### src/rtl/regfile_sb.sv
// Integer register file with same-cycle write bypass, hardwired x0 and a
// per-register busy scoreboard so decode can spot reads of in-flight results.

module regfile_sb_rdport #(
  parameter int REG_WIDTH = 32,
  parameter int NAME_BITS = 5,
  parameter int DEPTH     = 1 << NAME_BITS
) (
  input  logic [NAME_BITS-1:0]              rs,
  input  logic [DEPTH-1:0][REG_WIDTH-1:0]   regs,
  input  logic [DEPTH-1:0]                  busy,
  input  logic                              we,
  input  logic [NAME_BITS-1:0]              ws,
  input  logic [REG_WIDTH-1:0]              wd,
  output logic [REG_WIDTH-1:0]              rd,
  output logic                              rd_busy
);

  logic hit;

  assign hit = we && (ws == rs);

  // A same-cycle writeback both supplies the data and retires the hazard.
  always_comb begin
    rd      = '0;
    rd_busy = 1'b0;
    if (rs != '0) begin
      rd      = hit ? wd : regs[rs];
      rd_busy = busy[rs] & ~hit;
    end
  end

endmodule

module regfile_sb #(
  parameter int REG_WIDTH = 32,
  parameter int NAME_BITS = 5,
  parameter int NUM_READ  = 2
) (
  input  logic                           clk,
  input  logic                           rst_n,
  input  logic [NUM_READ*NAME_BITS-1:0]  rs,
  output logic [NUM_READ*REG_WIDTH-1:0]  rd,
  output logic [NUM_READ-1:0]            rd_busy,
  input  logic                           we,
  input  logic [NAME_BITS-1:0]           ws,
  input  logic [REG_WIDTH-1:0]           wd,
  input  logic                           claim_en,
  input  logic [NAME_BITS-1:0]           claim_rd,
  output logic [(1<<NAME_BITS)-1:0]      busy_vec
);

  localparam int DEPTH = 1 << NAME_BITS;

  typedef struct packed {
    logic                 en;
    logic [NAME_BITS-1:0] idx;
    logic [REG_WIDTH-1:0] data;
  } wb_req_t;

  typedef struct packed {
    logic                 en;
    logic [NAME_BITS-1:0] idx;
  } claim_req_t;

  wb_req_t                        wb;
  claim_req_t                     cl;
  logic [DEPTH-1:0][REG_WIDTH-1:0] regs;
  logic [DEPTH-1:0]               busy;

  assign wb = '{en: we, idx: ws, data: wd};
  assign cl = '{en: claim_en, idx: claim_rd};

  // x0 has no storage; it is a constant zero on both data and busy.
  assign regs[0] = '0;
  assign busy[0] = 1'b0;

  for (genvar k = 1; k < DEPTH; k++) begin : g_reg
    logic                 wr_hit, cl_hit;
    logic [REG_WIDTH-1:0] q;
    logic                 b;

    assign wr_hit = wb.en && (wb.idx == NAME_BITS'(k));
    assign cl_hit = cl.en && (cl.idx == NAME_BITS'(k));

    always_ff @(posedge clk or negedge rst_n) begin
      if (!rst_n) q <= '0;
      else if (wr_hit) q <= wb.data;
    end

    // Claim takes priority: a new producer owns the register even if the
    // previous one retires on the same edge.
    always_ff @(posedge clk or negedge rst_n) begin
      if (!rst_n)      b <= 1'b0;
      else if (cl_hit) b <= 1'b1;
      else if (wr_hit) b <= 1'b0;
    end

    assign regs[k] = q;
    assign busy[k] = b;
  end

  for (genvar i = 0; i < NUM_READ; i++) begin : g_rd
    regfile_sb_rdport #(
      .REG_WIDTH (REG_WIDTH),
      .NAME_BITS (NAME_BITS),
      .DEPTH     (DEPTH)
    ) u_port (
      .rs      (rs[i*NAME_BITS +: NAME_BITS]),
      .regs    (regs),
      .busy    (busy),
      .we      (wb.en),
      .ws      (wb.idx),
      .wd      (wb.data),
      .rd      (rd[i*REG_WIDTH +: REG_WIDTH]),
      .rd_busy (rd_busy[i])
    );
  end

  assign busy_vec = busy;

endmodule

### config.mk
export PLATFORM = sky130hd
export DESIGN_NAME = regfile_sb
export DESIGN_NICKNAME = d
export VERILOG_FILES = /design/src/rtl/regfile_sb.sv
export SDC_FILE = /design/constraint.sdc
export NUM_CORES = 2
export LEC_CHECK = 0
export CAP_MARGIN = 40
export CORE_MARGIN = 2
export CORE_UTILIZATION = 63
export DETAILED_ROUTE_END_ITERATION = 10
export PLACE_DENSITY = 0.84
export SYNTH_ARGS = -nofsm -noshare
export SYNTH_HDL_FRONTEND = slang
export SYNTH_HIERARCHICAL = 1
export SYNTH_SLANG_ARGS = --single-unit
### constraint.sdc
create_clock -name clk -period 4.4 [get_ports clk]
set_clock_uncertainty 0.05 [all_clocks]
set_input_delay 1.1 -clock clk [delete_from_list [all_inputs] [get_ports clk]]
set_output_delay 1.1 -clock clk [all_outputs]
set_load 0.01 [all_outputs]
Word level (Yosys, flattened, before mapping)
Index checks and enable logic that the tools add are counted.
W data, S select, Z words.
{"block": "word_totals", "register_bits": 1023, "input_bits": 56, "out_inout_bits": 98, "elab_cells": 305}
{"block": "classes", "order_cmp": 2, "n_eq_ne": 64, "mux": 76, "n_bitwise": 4, "reduce_logical": 97}
{"cell": "$bmux W32 S5", "n": 2}
{"cell": "$mux W32", "n": 6}
{"cell": "$eq A5 B5 Y1 const B", "n": 32}
{"cell": "$eq A5 B4 Y1 const B", "n": 16}
{"cell": "$mux W1", "n": 66}
{"cell": "$logic_and A1 B1 Y1", "n": 64}
{"cell": "$reduce_bool A2 Y1", "n": 31}
{"cell": "$eq A5 B3 Y1 const B", "n": 8}
{"cell": "$eq A5 B2 Y1 const B", "n": 4}
{"cell": "$lt A5 B6 Y1 const B", "n": 2}
{"cell": "$bmux W1 S5", "n": 2}
{"cell": "$eq A5 B1 Y1 const B", "n": 2}
{"cell": "$eq A5 B5 Y1", "n": 2}
{"cell": "$reduce_bool A5 Y1", "n": 2}
{"cell": "$and A1 B1 Y1", "n": 2}
{"cell": "$not A1 Y1", "n": 2}

Longest topological paths before layout
{"block": "depth", "depth_word": 5, "ltp_mapped": 9, "depth_no_buf": 5}

Hierarchy
The synthesis kept the hierarchy.
{"mod": "regfile_sb", "instances": 1, "cells_each": 2357, "area_per_inst_um2": 38575.7, "seq_area_each_um2": 25599.6}
{"mod": "regfile_sb_rdport", "instances": 2, "cells_each": 800, "area_per_inst_um2": 8994.9, "seq_area_each_um2": 0.0}

Worst setup path before layout
No wires, ideal clock.
{"block": "synth_timing", "path_type": "in2out", "start": "in rs[1]", "end": "out rd[10]", "arrival_ps": 2756, "t_required_ps": 3250, "slack_ps": 494, "cell_stages": 7, "n_path_buf": 3, "cell_sequence": "buf_2 > buf_2 > buf_1 > mux4_2 > a22oi_1 > a21oi_1 > a221o_1"}
{"block": "synth_via", "elab_chain_len": 4, "word_cells_on_any_way": 7, "classes_between": "1 x eq/ne; 4 x mux; 2 x reduce/logical"}
{"element": "start: declaration", "line": "42", "rtl": "input logic [NUM_READ*NAME_BITS-1:0] rs,"}
{"element": "$bmux W32 S5 / $eq A5 B5 Y1 (equally long branches)", "line": "28, 21"}
{"element": "$mux W32 (not written as such) / $logic_and A1 B1 Y1 (equally long branches)", "line": "28, 21"}
{"element": "$mux W32", "line": "28", "rtl": "rd = hit ? wd : regs[rs];"}
{"element": "$mux W32 *", "line": "27", "rtl": "if (rs != '0) begin"}
{"element": "end: declaration", "line": "43", "rtl": "output logic [NUM_READ*REG_WIDTH-1:0] rd,"}
Every way passes the cells marked *; elsewhere a longest branch is shown, timed or not. The select of a mux whose other input is x is not followed.

Worst setup path after layout
{"block": "layout_timing", "start": "in rs[5]", "end": "out rd[41]"}
The elaborated chain is that of the path after synthesis.

==> results by group <==
Outcome
  – Result of the run: complete, but fails checks
  – Violated checks: negative setup slack

Synthesis
  – Count of flip-flops with a built-in enable after synthesis: 0
  – Proportion of synthesized chip area in sequential cells: 45.26%
  – Synthesized instance count: roughly 4k
  – Avg Synthesized Cell Area: ~14 um^2
  – Post-synthesis adder-cell area fraction: 0%
  – Xor/xnor share of the synthesized area: 0.1814%
  – Leading register cell type out of synthesis: dfrtp_1
  – Syn Std Cell Area: around 57000 um^2
  – Compound-gate portion of the synthesized area: between 7 and 8%
  – Warnings from Yosys: 6
  – Simple-gate share of the synthesized area: between 2 and 2.5%
  – Number of register bits inferred by synthesis: ~1.0k
  – Share of synthesized flip-flops with an asynchronous set or reset: 100.0%
  – Number of distinct library cells after synthesis: 60
  – Fraction of synthesized area in multiplexers: about 40%
  – Dominant combinational cell family by area after synthesis: multiplexers

Job
  – Max-capacitance violation count: 0

Global route
  – GRT overflow: 0
  – Global-route wire length before repair: 291100 um
  – Vias in the first global route: 44.83k
  – All-Layer GR Usage: a little over two fifths
  – Antenna violations before repair: 2
  – Maximum number of pins on one net before global-route repair: between 90 and 100

Final layout
  – Most common library cell in the layout ignoring fill and taps: mux2_2
  – Final design area excluding fillers: 68510 um^2
  – Core utilization of the finished layout: 77.28%
  – Layout cells sized above 1: roughly 54%
  – Net count reported at finish: approximately 4.5k
  – Finished Layout Cells: roughly 5.7k
  – Top library cells by usage in the layout, fill and taps aside: mux2_2, dfrtp_1, buf_4, mux4_2, mux2i_1
  – Layout area overhead: 21.12%

Timing
  – Post-route worst hold slack: between 0.4 and 0.5 ns
  – Final critical delay including setup and external delays: 4.669 ns
  – Worst Max-Slew Pin Slew: around 1.1 ns
  – Slack of the critical path: -0.2689 ns
  – Total setup violations reported at the end of the flow: 24
  – Sum of negative setup slack: -1.148 ns
  – Setup repair after global routing missed its margin: yes
  – Post-route fraction of the period consumed by the critical path: 106.1%
  – Tightest slew margin relative to the limit: around 28%
  – Max-slew violation count: 0
  – FMAX: roughly 210 MHz
  – Endpoints failing hold: 0

Place
  – Final HPWL from detailed placement: approximately 120000 um
  – # placed instances: approximately 5.4k
  – Placer's final routability congestion estimate: between 0.9 and 1
  – Instance area at placement: between 60000 and 70000 um^2
  – Place WS: -0.5167 ns
  – IO buf count: between 150 and 200

Floorplanning
  – Y dimension of the die: between 300 and 400 um
  – Cell row count: 109
  – Starting density of the core: 63.81%
  – Die area: approximately 90000 um^2
  – Die Wd: around 300 um
  – Number of top-level pins: between 150 and 200
  – Core footprint: between 80000 and 90000 um^2

Power and ir drop
  – Clk network pwr share: 31.7%
  – Proportion of power drawn by combinational gates: between 20% and 30%
  – Switching part of the total power: between 20 and 30%
  – Proportion of power drawn by flip-flops and latches: a little over two fifths
  – Total power per unit cell area: 433.9 nW/um^2
  – Reported leakage power: slightly above 30 nW
  – Largest voltage drop on the vdd net: about 0.32 mV
  – Net switching power: 8.857 mW
  – Cell-internal power: about 21 mW
  – Final Power: between 20 and 30 mW

Critical path
  – Critical path capture point type: output port
  – Highest fanout seen on the critical path: 6
  – Count of cells along the worst register-to-register path: 1
  – Launching element type of the critical path: input port
  – Critical Path AT: between 3 and 4 ns
  – Required time of the worst setup path: ~3.3 ns
  – Critical Setup Path Class: input port to output port

Clock network
  – Clk pin slew, worst setup/hold paths: roughly 0.060 ns
  – CTS tree: yes
  – Clock network latency to the later pin of the worst-skew pair: a little under 0.7 ns
  – Number of buffers inserted during clock tree synthesis: approximately 100
  – Num Clock Sinks: 1023
  – Buffer type at the clock tree root: clkbuf_16
  – Hold bufs inserted after CTS: 0
  – Clock Tree Buf Depth: 3
  – Maximum level of the CTS H-tree: 3

Detailed routing
  – WL/cell: 36.36 um
  – Detail Route Antenna Nets: 0
  – Starting DRC count in detailed routing: 6569
  – DR DRC count: 0
  – Total iterations of the first detailed-routing run: 8
  – Post-detailed-routing wire length: ~210000 um
  – Vias per cell: 7.772
  – Number of vias after detailed routing: about 44k

Worst hold path
  – Worst hold path class: input port to async pin
cells by family after synthesis:
family / after synthesis
muxes: 1678
DFF: 1023
AOI/OAI and AO/OA: 535
buffers and inverters: 457
and+or+nand+nor: 253
xor gates and xnor gates: 10
other: 1
final timing paths:
check / startpoint / endpoint / slack [ns]
setup / recovery: rs[5] / rd[41] / -0.27
hold / removal: rst_n / g_reg[23].q[18]$_DFFE_PN0P_ / 0.43
setup reg to reg: g_reg[29].q[30]$_DFFE_PN0P_ / g_reg[29].q[30]$_DFFE_PN0P_ / 3.49
hold reg to reg: g_reg[6].q[14]$_DFFE_PN0P_ / g_reg[6].q[14]$_DFFE_PN0P_ / 0.47
max in group asynchronous: rst_n / g_reg[17].b$_DFFE_PN0P_ / 2.78
min in group clk: g_reg[6].q[14]$_DFFE_PN0P_ / g_reg[6].q[14]$_DFFE_PN0P_ / 0.47
per-layer routing:
metal | track usage, % | part of all wire (%)
met5 | 0 | 0.080
met4 | 28.47 | 8.6
met3 | 14.90 | 16
met2 | 60.83 | 43
met1 | 54.77 | 33
layout make-up:
cell class | count | area, um^2
diodes | 4 | 10.01
clock buffers | 145 | 2988
clock inverters | 42 | 588.1
fillers | 4412 | 20140
inverters | 9 | 40.04
multi-input cells | 2543 | 29770
flip-flops and latches | 1023 | 25600
well taps | 1165 | 1458
repair buffers | 770 | 8051
registers in the layout, summed over array words and instances (netlist names):
register,count
g.b,31
g.q,992
power groups by stage:
stage                     clock (mW)  sequential [mW]  combinational [mW]
after floorplan                    0             12.3                4.68
after CTS                       9.34             12.7                6.94
final                           9.43             12.9                7.38
after global routing            9.78             13.0                7.65
after detailed placement           0             12.8                6.70
after global placement             0             12.6                6.47
critical path: stages:
cell	delay, ns
buf_16	0.14
buf_16	0.14
buf_4	0.16
mux2i_1	0.15
a221oi_1	0.36
buf_4	0.19
o21bai_1	0.09
buf_4	0.17
a21oi_4	0.27
a221o_1	0.17
clkdlybuf4s50_1	0.55
synth_stat cells (26+ instances only):
| library cell | instances | area (um^2) |
|---|---|---|
| a211oi_1 | 32 | 240.2 |
| a21oi_1 | 54 | 270.3 |
| a221o_1 | 66 | 660.6 |
| a221oi_1 | 74 | 648.1 |
| a22o_1 | 36 | 315.3 |
| a22oi_1 | 70 | 525.5 |
| buf_2 | 172 | 860.8 |
| buf_4 | 64 | 480.5 |
| buf_6 | 29 | 326.6 |
| clkbuf_1 | 157 | 589.3 |
| dfrtp_1 | 1023 | 25600 |
| mux2_2 | 1048 | 11800 |
| mux2i_1 | 238 | 2382 |
| mux4_2 | 392 | 8828 |
| nand2_1 | 79 | 296.5 |
| nor2_1 | 35 | 131.4 |
| nor2b_1 | 36 | 225.2 |
| o21ai_0 | 31 | 155.2 |
| o21bai_1 | 28 | 210.2 |
| o221ai_1 | 26 | 227.7 |
| o22ai_1 | 46 | 287.8 |
timing repair:
item | in CTS | in global routing
pin swaps | 15 | 37
resized for setup | 223 | 137
endpoints found under the setup margin | 66 | 51
setup buffers | 42 | 37
gates cloned | 6 | 5
Power figures use the tool's default switching activity.
